File: config.mk
export PLATFORM = sky130hd
export DESIGN_NAME = sprite_draw_queue_flat
export DESIGN_NICKNAME = d
export VERILOG_FILES = /design/src/rtl/sprite_draw_queue_if.sv /design/src/rtl/sprite_draw_queue.sv /design/src/flat_wrapper.sv
export SDC_FILE = /design/constraint.sdc
export NUM_CORES = 1
export LEC_CHECK = 0
export BUFFER_PORTS_ARGS = -buffer_cell sky130_fd_sc_hd__buf_2
export CAP_MARGIN = 10
export CORE_MARGIN = 5
export CORE_UTILIZATION = 50
export DETAILED_ROUTE_END_ITERATION = 8
export GPL_TIMING_DRIVEN = 0
export PLACE_DENSITY = 0.8
export SYNTH_ARGS = -nofsm -noshare
export SYNTH_HDL_FRONTEND = slang
export SYNTH_SLANG_ARGS = --single-unit
export TNS_END_PERCENT = 20
File: constraint.sdc
create_clock -name clock -period 2.9 [get_ports clock]
set_input_delay 0.58 -clock clock [delete_from_list [all_inputs] [get_ports clock]]
set_output_delay 0.58 -clock clock [all_outputs]
set_load 0.01 [all_outputs]
File: src/rtl/sprite_draw_queue_if.sv
// Command-bus and stencil-launch handshake bundle for sprite_draw_queue.
// master = game logic plus stencil side, slave = the queue itself.
interface sprite_draw_queue_if #(
    parameter int X_WIDTH = 10,
    parameter int Y_WIDTH = 10
);
    logic               cmd_valid;
    logic               cmd_ready;
    logic [X_WIDTH-1:0] cmd_x;
    logic [Y_WIDTH-1:0] cmd_y;
    logic [X_WIDTH-1:0] stencil_x;
    logic [Y_WIDTH-1:0] stencil_y;
    logic               stencil_we;
    logic               stencil_finish;

    modport master (
        output cmd_valid, cmd_x, cmd_y, stencil_finish,
        input  cmd_ready, stencil_x, stencil_y, stencil_we
    );
    modport slave (
        input  cmd_valid, cmd_x, cmd_y, stencil_finish,
        output cmd_ready, stencil_x, stencil_y, stencil_we
    );
endinterface

File: src/rtl/sprite_draw_queue.sv
// Sprite draw FIFO plus launch sequencer feeding the stencil stage one entry at a time.
// Optional off-screen clipping: define SPRITE_DRAW_QUEUE_CLIP_EN.
module sprite_draw_queue #(
    parameter int X_WIDTH       = 10,
    parameter int Y_WIDTH       = 10,
    parameter int DEPTH         = 8,
    parameter int PTR_WIDTH     = 3,
    parameter int WE_CYCLES     = 2,
    parameter int START_TIMEOUT = 15,
    parameter int SCREEN_W      = 640,
    parameter int SCREEN_H      = 480,
    parameter int SPRITE_W      = 50,
    parameter int SPRITE_H      = 50
) (
    input  logic                  clock,
    input  logic                  reset_n,
    sprite_draw_queue_if.slave    bus,
    output logic [PTR_WIDTH:0]    level,
    output logic                  busy,
    output logic                  timeout_err,
    output logic [7:0]            drop_count
);
`ifdef SPRITE_DRAW_QUEUE_CLIP_EN
    localparam bit CLIP_EN = 1'b1;
`else
    localparam bit CLIP_EN = 1'b0;
`endif

    localparam int ENTRY_W = X_WIDTH + Y_WIDTH;
    localparam int CNT_MAX = (WE_CYCLES > START_TIMEOUT) ? WE_CYCLES : START_TIMEOUT;
    localparam int CNT_W   = $clog2(CNT_MAX + 1);
    localparam logic [X_WIDTH-1:0]   X_LIMIT    = X_WIDTH'(SCREEN_W - SPRITE_W);
    localparam logic [Y_WIDTH-1:0]   Y_LIMIT    = Y_WIDTH'(SCREEN_H - SPRITE_H);
    localparam logic [PTR_WIDTH:0]   FULL_LEVEL = (PTR_WIDTH+1)'(DEPTH);
    localparam logic [CNT_W-1:0]     WE_LAST    = CNT_W'(WE_CYCLES - 1);
    localparam logic [CNT_W-1:0]     ACK_LAST   = CNT_W'(START_TIMEOUT - 1);

    typedef enum logic [1:0] {IDLE, STROBE, ACK, DRAW} state_t;

    state_t               state, state_next;
    logic [CNT_W-1:0]     cnt, cnt_next;
    logic [ENTRY_W-1:0]   mem [DEPTH];
    logic [PTR_WIDTH-1:0] wr_ptr, rd_ptr;
    logic [PTR_WIDTH:0]   count;
    logic                 accept, out_of_range, push, pop, timeout_hit;

    // Readiness depends only on registered occupancy, so a same-cycle pop never frees a slot.
    assign bus.cmd_ready  = (count != FULL_LEVEL);
    assign accept         = bus.cmd_valid && bus.cmd_ready;
    assign out_of_range   = (bus.cmd_x > X_LIMIT) || (bus.cmd_y > Y_LIMIT);
    assign push           = accept && !(CLIP_EN && out_of_range);
    assign level          = count;
    assign busy           = (state != IDLE);
    assign bus.stencil_we = (state == STROBE);

    // NOTE: the entry array has no reset; only pointers and count define which slots are valid.
    always_ff @(posedge clock) begin
        if (push) mem[wr_ptr] <= {bus.cmd_x, bus.cmd_y};
    end

    // NOTE: sequential state uses non-blocking assignments so every register samples pre-edge values.
    always_ff @(posedge clock or negedge reset_n) begin
        if (!reset_n) begin
            wr_ptr        <= '0;
            rd_ptr        <= '0;
            count         <= '0;
            bus.stencil_x <= '0;
            bus.stencil_y <= '0;
        end else begin
            if (push) wr_ptr <= wr_ptr + PTR_WIDTH'(1);
            if (pop) begin
                rd_ptr                       <= rd_ptr + PTR_WIDTH'(1);
                {bus.stencil_x, bus.stencil_y} <= mem[rd_ptr];
            end
            case ({push, pop})
                2'b10:   count <= count + (PTR_WIDTH+1)'(1);
                2'b01:   count <= count - (PTR_WIDTH+1)'(1);
                default: count <= count;
            endcase
        end
    end

    always_ff @(posedge clock or negedge reset_n) begin
        if (!reset_n) begin
            state       <= IDLE;
            cnt         <= '0;
            timeout_err <= 1'b0;
        end else begin
            state       <= state_next;
            cnt         <= cnt_next;
            timeout_err <= timeout_err | timeout_hit;
        end
    end

    // NOTE: every output of this block gets a default first, so no path can infer a latch.
    always_comb begin
        state_next  = state;
        cnt_next    = cnt;
        pop         = 1'b0;
        timeout_hit = 1'b0;
        case (state)
            IDLE: begin
                // A draw may still be running after reset, so launch only when the stencil is idle.
                if (count != '0 && bus.stencil_finish) begin
                    pop        = 1'b1;
                    cnt_next   = '0;
                    state_next = STROBE;
                end
            end
            STROBE: begin
                if (cnt == WE_LAST) begin
                    cnt_next   = '0;
                    state_next = ACK;
                end else begin
                    cnt_next = cnt + CNT_W'(1);
                end
            end
            ACK: begin
                if (!bus.stencil_finish) begin
                    state_next = DRAW;
                end else if (cnt == ACK_LAST) begin
                    timeout_hit = 1'b1;
                    state_next  = IDLE;
                end else begin
                    cnt_next = cnt + CNT_W'(1);
                end
            end
            DRAW: begin
                if (bus.stencil_finish) state_next = IDLE;
            end
            default: state_next = IDLE;
        endcase
    end

    generate
        if (CLIP_EN) begin : g_drop
            logic [7:0] drops;
            always_ff @(posedge clock or negedge reset_n) begin
                if (!reset_n) drops <= '0;
                else if (accept && out_of_range && drops != 8'hFF) drops <= drops + 8'd1;
            end
            assign drop_count = drops;
        end else begin : g_no_drop
            assign drop_count = '0;
        end
    endgenerate
endmodule

File: src/flat_wrapper.sv
// flat-port wrapper written by rule: the top's interface ports become plain ports
module sprite_draw_queue_flat 
#(
    parameter int X_WIDTH       = 10,
    parameter int Y_WIDTH       = 10,
    parameter int DEPTH         = 8,
    parameter int PTR_WIDTH     = 3,
    parameter int WE_CYCLES     = 2,
    parameter int START_TIMEOUT = 15,
    parameter int SCREEN_W      = 640,
    parameter int SCREEN_H      = 480,
    parameter int SPRITE_W      = 50,
    parameter int SPRITE_H      = 50
)
  (clock, reset_n, level, busy, timeout_err, drop_count, bus_cmd_valid, bus_cmd_x, bus_cmd_y, bus_stencil_finish, bus_cmd_ready, bus_stencil_x, bus_stencil_y, bus_stencil_we);
  sprite_draw_queue_if #(.X_WIDTH(X_WIDTH), .Y_WIDTH(Y_WIDTH)) bus_i ();
  input  logic clock;
  input  logic reset_n;
  output logic [PTR_WIDTH:0] level;
  output logic busy;
  output logic timeout_err;
  output logic [7:0] drop_count;
  input wire logic [$bits(bus_i.cmd_valid)-1:0] bus_cmd_valid;
  input wire logic [$bits(bus_i.cmd_x)-1:0] bus_cmd_x;
  input wire logic [$bits(bus_i.cmd_y)-1:0] bus_cmd_y;
  input wire logic [$bits(bus_i.stencil_finish)-1:0] bus_stencil_finish;
  output wire logic [$bits(bus_i.cmd_ready)-1:0] bus_cmd_ready;
  output wire logic [$bits(bus_i.stencil_x)-1:0] bus_stencil_x;
  output wire logic [$bits(bus_i.stencil_y)-1:0] bus_stencil_y;
  output wire logic [$bits(bus_i.stencil_we)-1:0] bus_stencil_we;
  assign bus_i.cmd_valid = bus_cmd_valid;
  assign bus_i.cmd_x = bus_cmd_x;
  assign bus_i.cmd_y = bus_cmd_y;
  assign bus_i.stencil_finish = bus_stencil_finish;
  assign bus_cmd_ready = bus_i.cmd_ready;
  assign bus_stencil_x = bus_i.stencil_x;
  assign bus_stencil_y = bus_i.stencil_y;
  assign bus_stencil_we = bus_i.stencil_we;
  sprite_draw_queue #(.X_WIDTH(X_WIDTH), .Y_WIDTH(Y_WIDTH), .DEPTH(DEPTH), .PTR_WIDTH(PTR_WIDTH), .WE_CYCLES(WE_CYCLES), .START_TIMEOUT(START_TIMEOUT), .SCREEN_W(SCREEN_W), .SCREEN_H(SCREEN_H), .SPRITE_W(SPRITE_W), .SPRITE_H(SPRITE_H)) u_core (.clock(clock), .reset_n(reset_n), .bus(bus_i), .level(level), .busy(busy), .timeout_err(timeout_err), .drop_count(drop_count));
endmodule
==> results.cfg <==
[worst_setup_path]
arrival_ns = 2.95
worstReg2RegEnd = u_core.level[2]
crit_slowest_cell = or4_4
crit_type = reg2reg
cp-start-kind = flip-flop
crit_chain = buf_6 -> or4_4 -> nand3_4 -> inv_2 -> ha_1 -> xor2_1 -> ha_1 -> a21oi_1 -> xor2_1 -> nor2_1 -> xor2_1
critPathRequiredTime_ns = 3.21
end_kind = flip-flop
cpMostUsedCell = xor2_1
rrSetupSlack_ns = 0.26
r2r_cells = 11
crit_path_start = u_core.level[1]
critPathMaxFanout = 8
endpoint = u_core.level[2]
r2r_start = u_core.level[1]
critPathMaxStageDelay_ns = 0.57

[power]
clockPowerShare_pct = 23.4
peakVddDrop_v = 0.000456
sequentialPowerShare_pct = 44.3
internal_power_mw = 6.03
power_mw = 8.87
switchingPower_mw = 2.85
power.density_nw_per_um2 = 969
leakagePower_nw = 3.30
swShare_pct = 32.1
pwr-share-comb_pct = 32.3

[die]
core-area_um2 = 15700
die_height_um = 136
die-area_um2 = 18400
initial_utilization_pct = 50.3
die_width_um = 136
pin_count = 60
num_rows = 46

[cts]
cts_buffers = 17
cts_tree = built
cts_max_path_buffers = 2
root_buffer = clkbuf_16
post_cts_resized = 0
cts_hold_buf = 0
cts.sinks = 197
h-tree-depth = 4
insertion_delay_ns = 0.44
cts_setup_buffers = 0
path_clk_slew_ns = 0.07

[global_routing]
grt_pass1_vias = 4151
grt-ovfl-total = 0
grt_use_total_pct = 18.3
antenna_found_initial = 1
grt_pass1_wl_um = 24200
grt_max_degree = 38

[drt]
wl_per_cell_um = 21.0
drtIter0Drc = 333
ant_nets = 0
viasPerCell = 5.55
drt_pass1_iterations = 4
vias = 4083
wl_um = 15500
drc_errors = 0

[placed_design]
routabilityCongestion = 0.792
io_buffers = 50
place_area_um2 = 8640
place_ws_ns = 0.266
dpl.hpwl_um = 9870
dp.cells = 706

[yosys]
synth_top_area_share_pct = 60.8
async_flop_share_pct = 18.8
avgSynthCellArea_um2 = 18.8
ys_seq_area_share_pct = 72.5
muxShareOfSynthArea_pct = 14.4
ys.flop_type = edfxtp_1
synth_edf_count = 160
synthAdderAreaFrac_pct = 2.22
yosys.area.top_type = edfxtp_1
synth_seq_cells = 197
synthCells = 421
synthSimpleGateAreaFrac_pct = 4.15
synth_compound_area_share_pct = 3.13
synth_most_common_cell = edfxtp_1
yosysWarnings = 0
syn-cell-area_um2 = 7900
synth_top_family_by_area = multiplexers
synth_xor_area_share_pct = 0.997
synth_top_cells_by_count = edfxtp_1, mux4_2, dfrtp_1
ys_types = 45
synthTopCellsByArea = edfxtp_1, dfrtp_1, mux4_2

[timing]
period_needed_ns = 2.64
setup_slack_ns = 0.258
fin_tns_setup_ns = 0
maxSlewHeadroom_pct = 36.6
slew_viol_final = 0
fmax_ghz = 0.378
grt_setup_unrepaired = no
setup_viol = 0
hold_viol = 0
worst_slew_pin_slew_ns = 0.950
fin_worst_skew_ns = 0.00983
finalCritPeriodShare_pct = 91.1

[final_layout]
nets = 547
stdcell_count = 736
multi_input_area_um2 = 2040
diodes = 0
nFillCells = 1108
syn_to_final_growth_pct = 15.8
regArea_um2 = 5730
finalInstanceArea_um2 = 9150
drive_above_1_share_pct = 32.3

[min_path]
hp-class = in2async

[job]
cap_viol_max_count = 0

[run_status]
status = complete, no violations
-- power by group through the flow --
stage | clock network [mW] | registers, mW | logic (mW)
after global routing | 2.25 | 3.99 | 3.14
after detailed placement | 0 | 3.98 | 2.87
after global placement | 0 | 3.95 | 2.65
after floorplan | 0 | 3.98 | 1.89
final | 2.07 | 3.93 | 2.87
after CTS | 2.10 | 3.93 | 2.91
-- worst max-delay path, delay by kind of cell, from the launching register on --
family / cells / cell delay (ns)
AOI/OAI and AO/OA: 1 / 0.14
xor gates and xnor gates: 3 / 0.48
adders and majority gates: 2 / 0.46
buffers and inverters: 2 / 0.23
DFF: 1 / 0.39
and+or+nand+nor: 3 / 0.81
-- metal layers --
layer,track usage (%),vias up,share of wire [%]
met1,24.6,2114,41
met2,29.4,137,51
met4,6.33,2,1.6
met5,0,-,0.045
met3,4.64,18,7.1
li1,-,1812,-
-- state kept, by name, indices dropped and copies added, names as in the netlist --
register              count
u_core.level              4
u_core.rd_ptr             3
u_core.bus.stencil_x     10
u_core.state              2
u_core.mem              160
u_core.wr_ptr             3
u_core.cnt                4
u_core.timeout_err        1
u_core.bus.stencil_y     10
-- cell usage in the layout, fill, tap and decap left out, types with 4 or more instances in the layout --
cell	count
clkbuf_16	17
ha_1	14
o21ai_1	7
buf_6	13
buf_4	11
edfxtp_1	160
mux4_2	40
o21ai_0	20
nor3_2	4
conb_1	8
nand2b_1	5
clkbuf_1	4
inv_1	6
dfrtp_1	37
clkinvlp_4	6
mux2i_1	20
nand2_1	28
xnor2_1	6
buf_2	55
-- area by class of cell --
type,count,share of cell area (%)
inverter,7,0.287
buffer,27,1.95
tap,216,2.95
multi-input combinational,197,22.3
sequential,197,62.6
clock buffer,17,4.65
timing repair buffer,62,4.33
clock inverter,13,0.957
-- cell families (layout without fill, tap and decap cells) --
family,after synthesis,after routing
other cells,1,8
flops,197,197
fa+ha+maj,14,14
simple gates,62,62
xor+xnor,9,9
compound gates,41,41
mux,63,63
buf+inv,34,126
-- worst min-delay path by stage --
stage	start	end	slack, ns
after floorplan	reset_n	u_core.bus.stencil_x[0]	0.28
after global placement	u_core.timeout_err	u_core.timeout_err	0.45
after detailed placement	u_core.timeout_err	u_core.timeout_err	0.46
after CTS	reset_n	u_core.bus.stencil_y[2]	0.32
after global routing	reset_n	u_core.bus.stencil_y[2]	0.37
final	reset_n	u_core.bus.stencil_y[2]	0.30
-- stage by stage --
step / utilization (%) / hold WS, ns
after global placement: 53.8 / 0.450
after floorplan: - / 0.284
after global routing: 58.2 / 0.374
after detailed placement: 55.0 / 0.457
after CTS: 58.2 / 0.321
final: 58.2 / 0.297
Note: power is estimated with default switching activity, not from simulation.
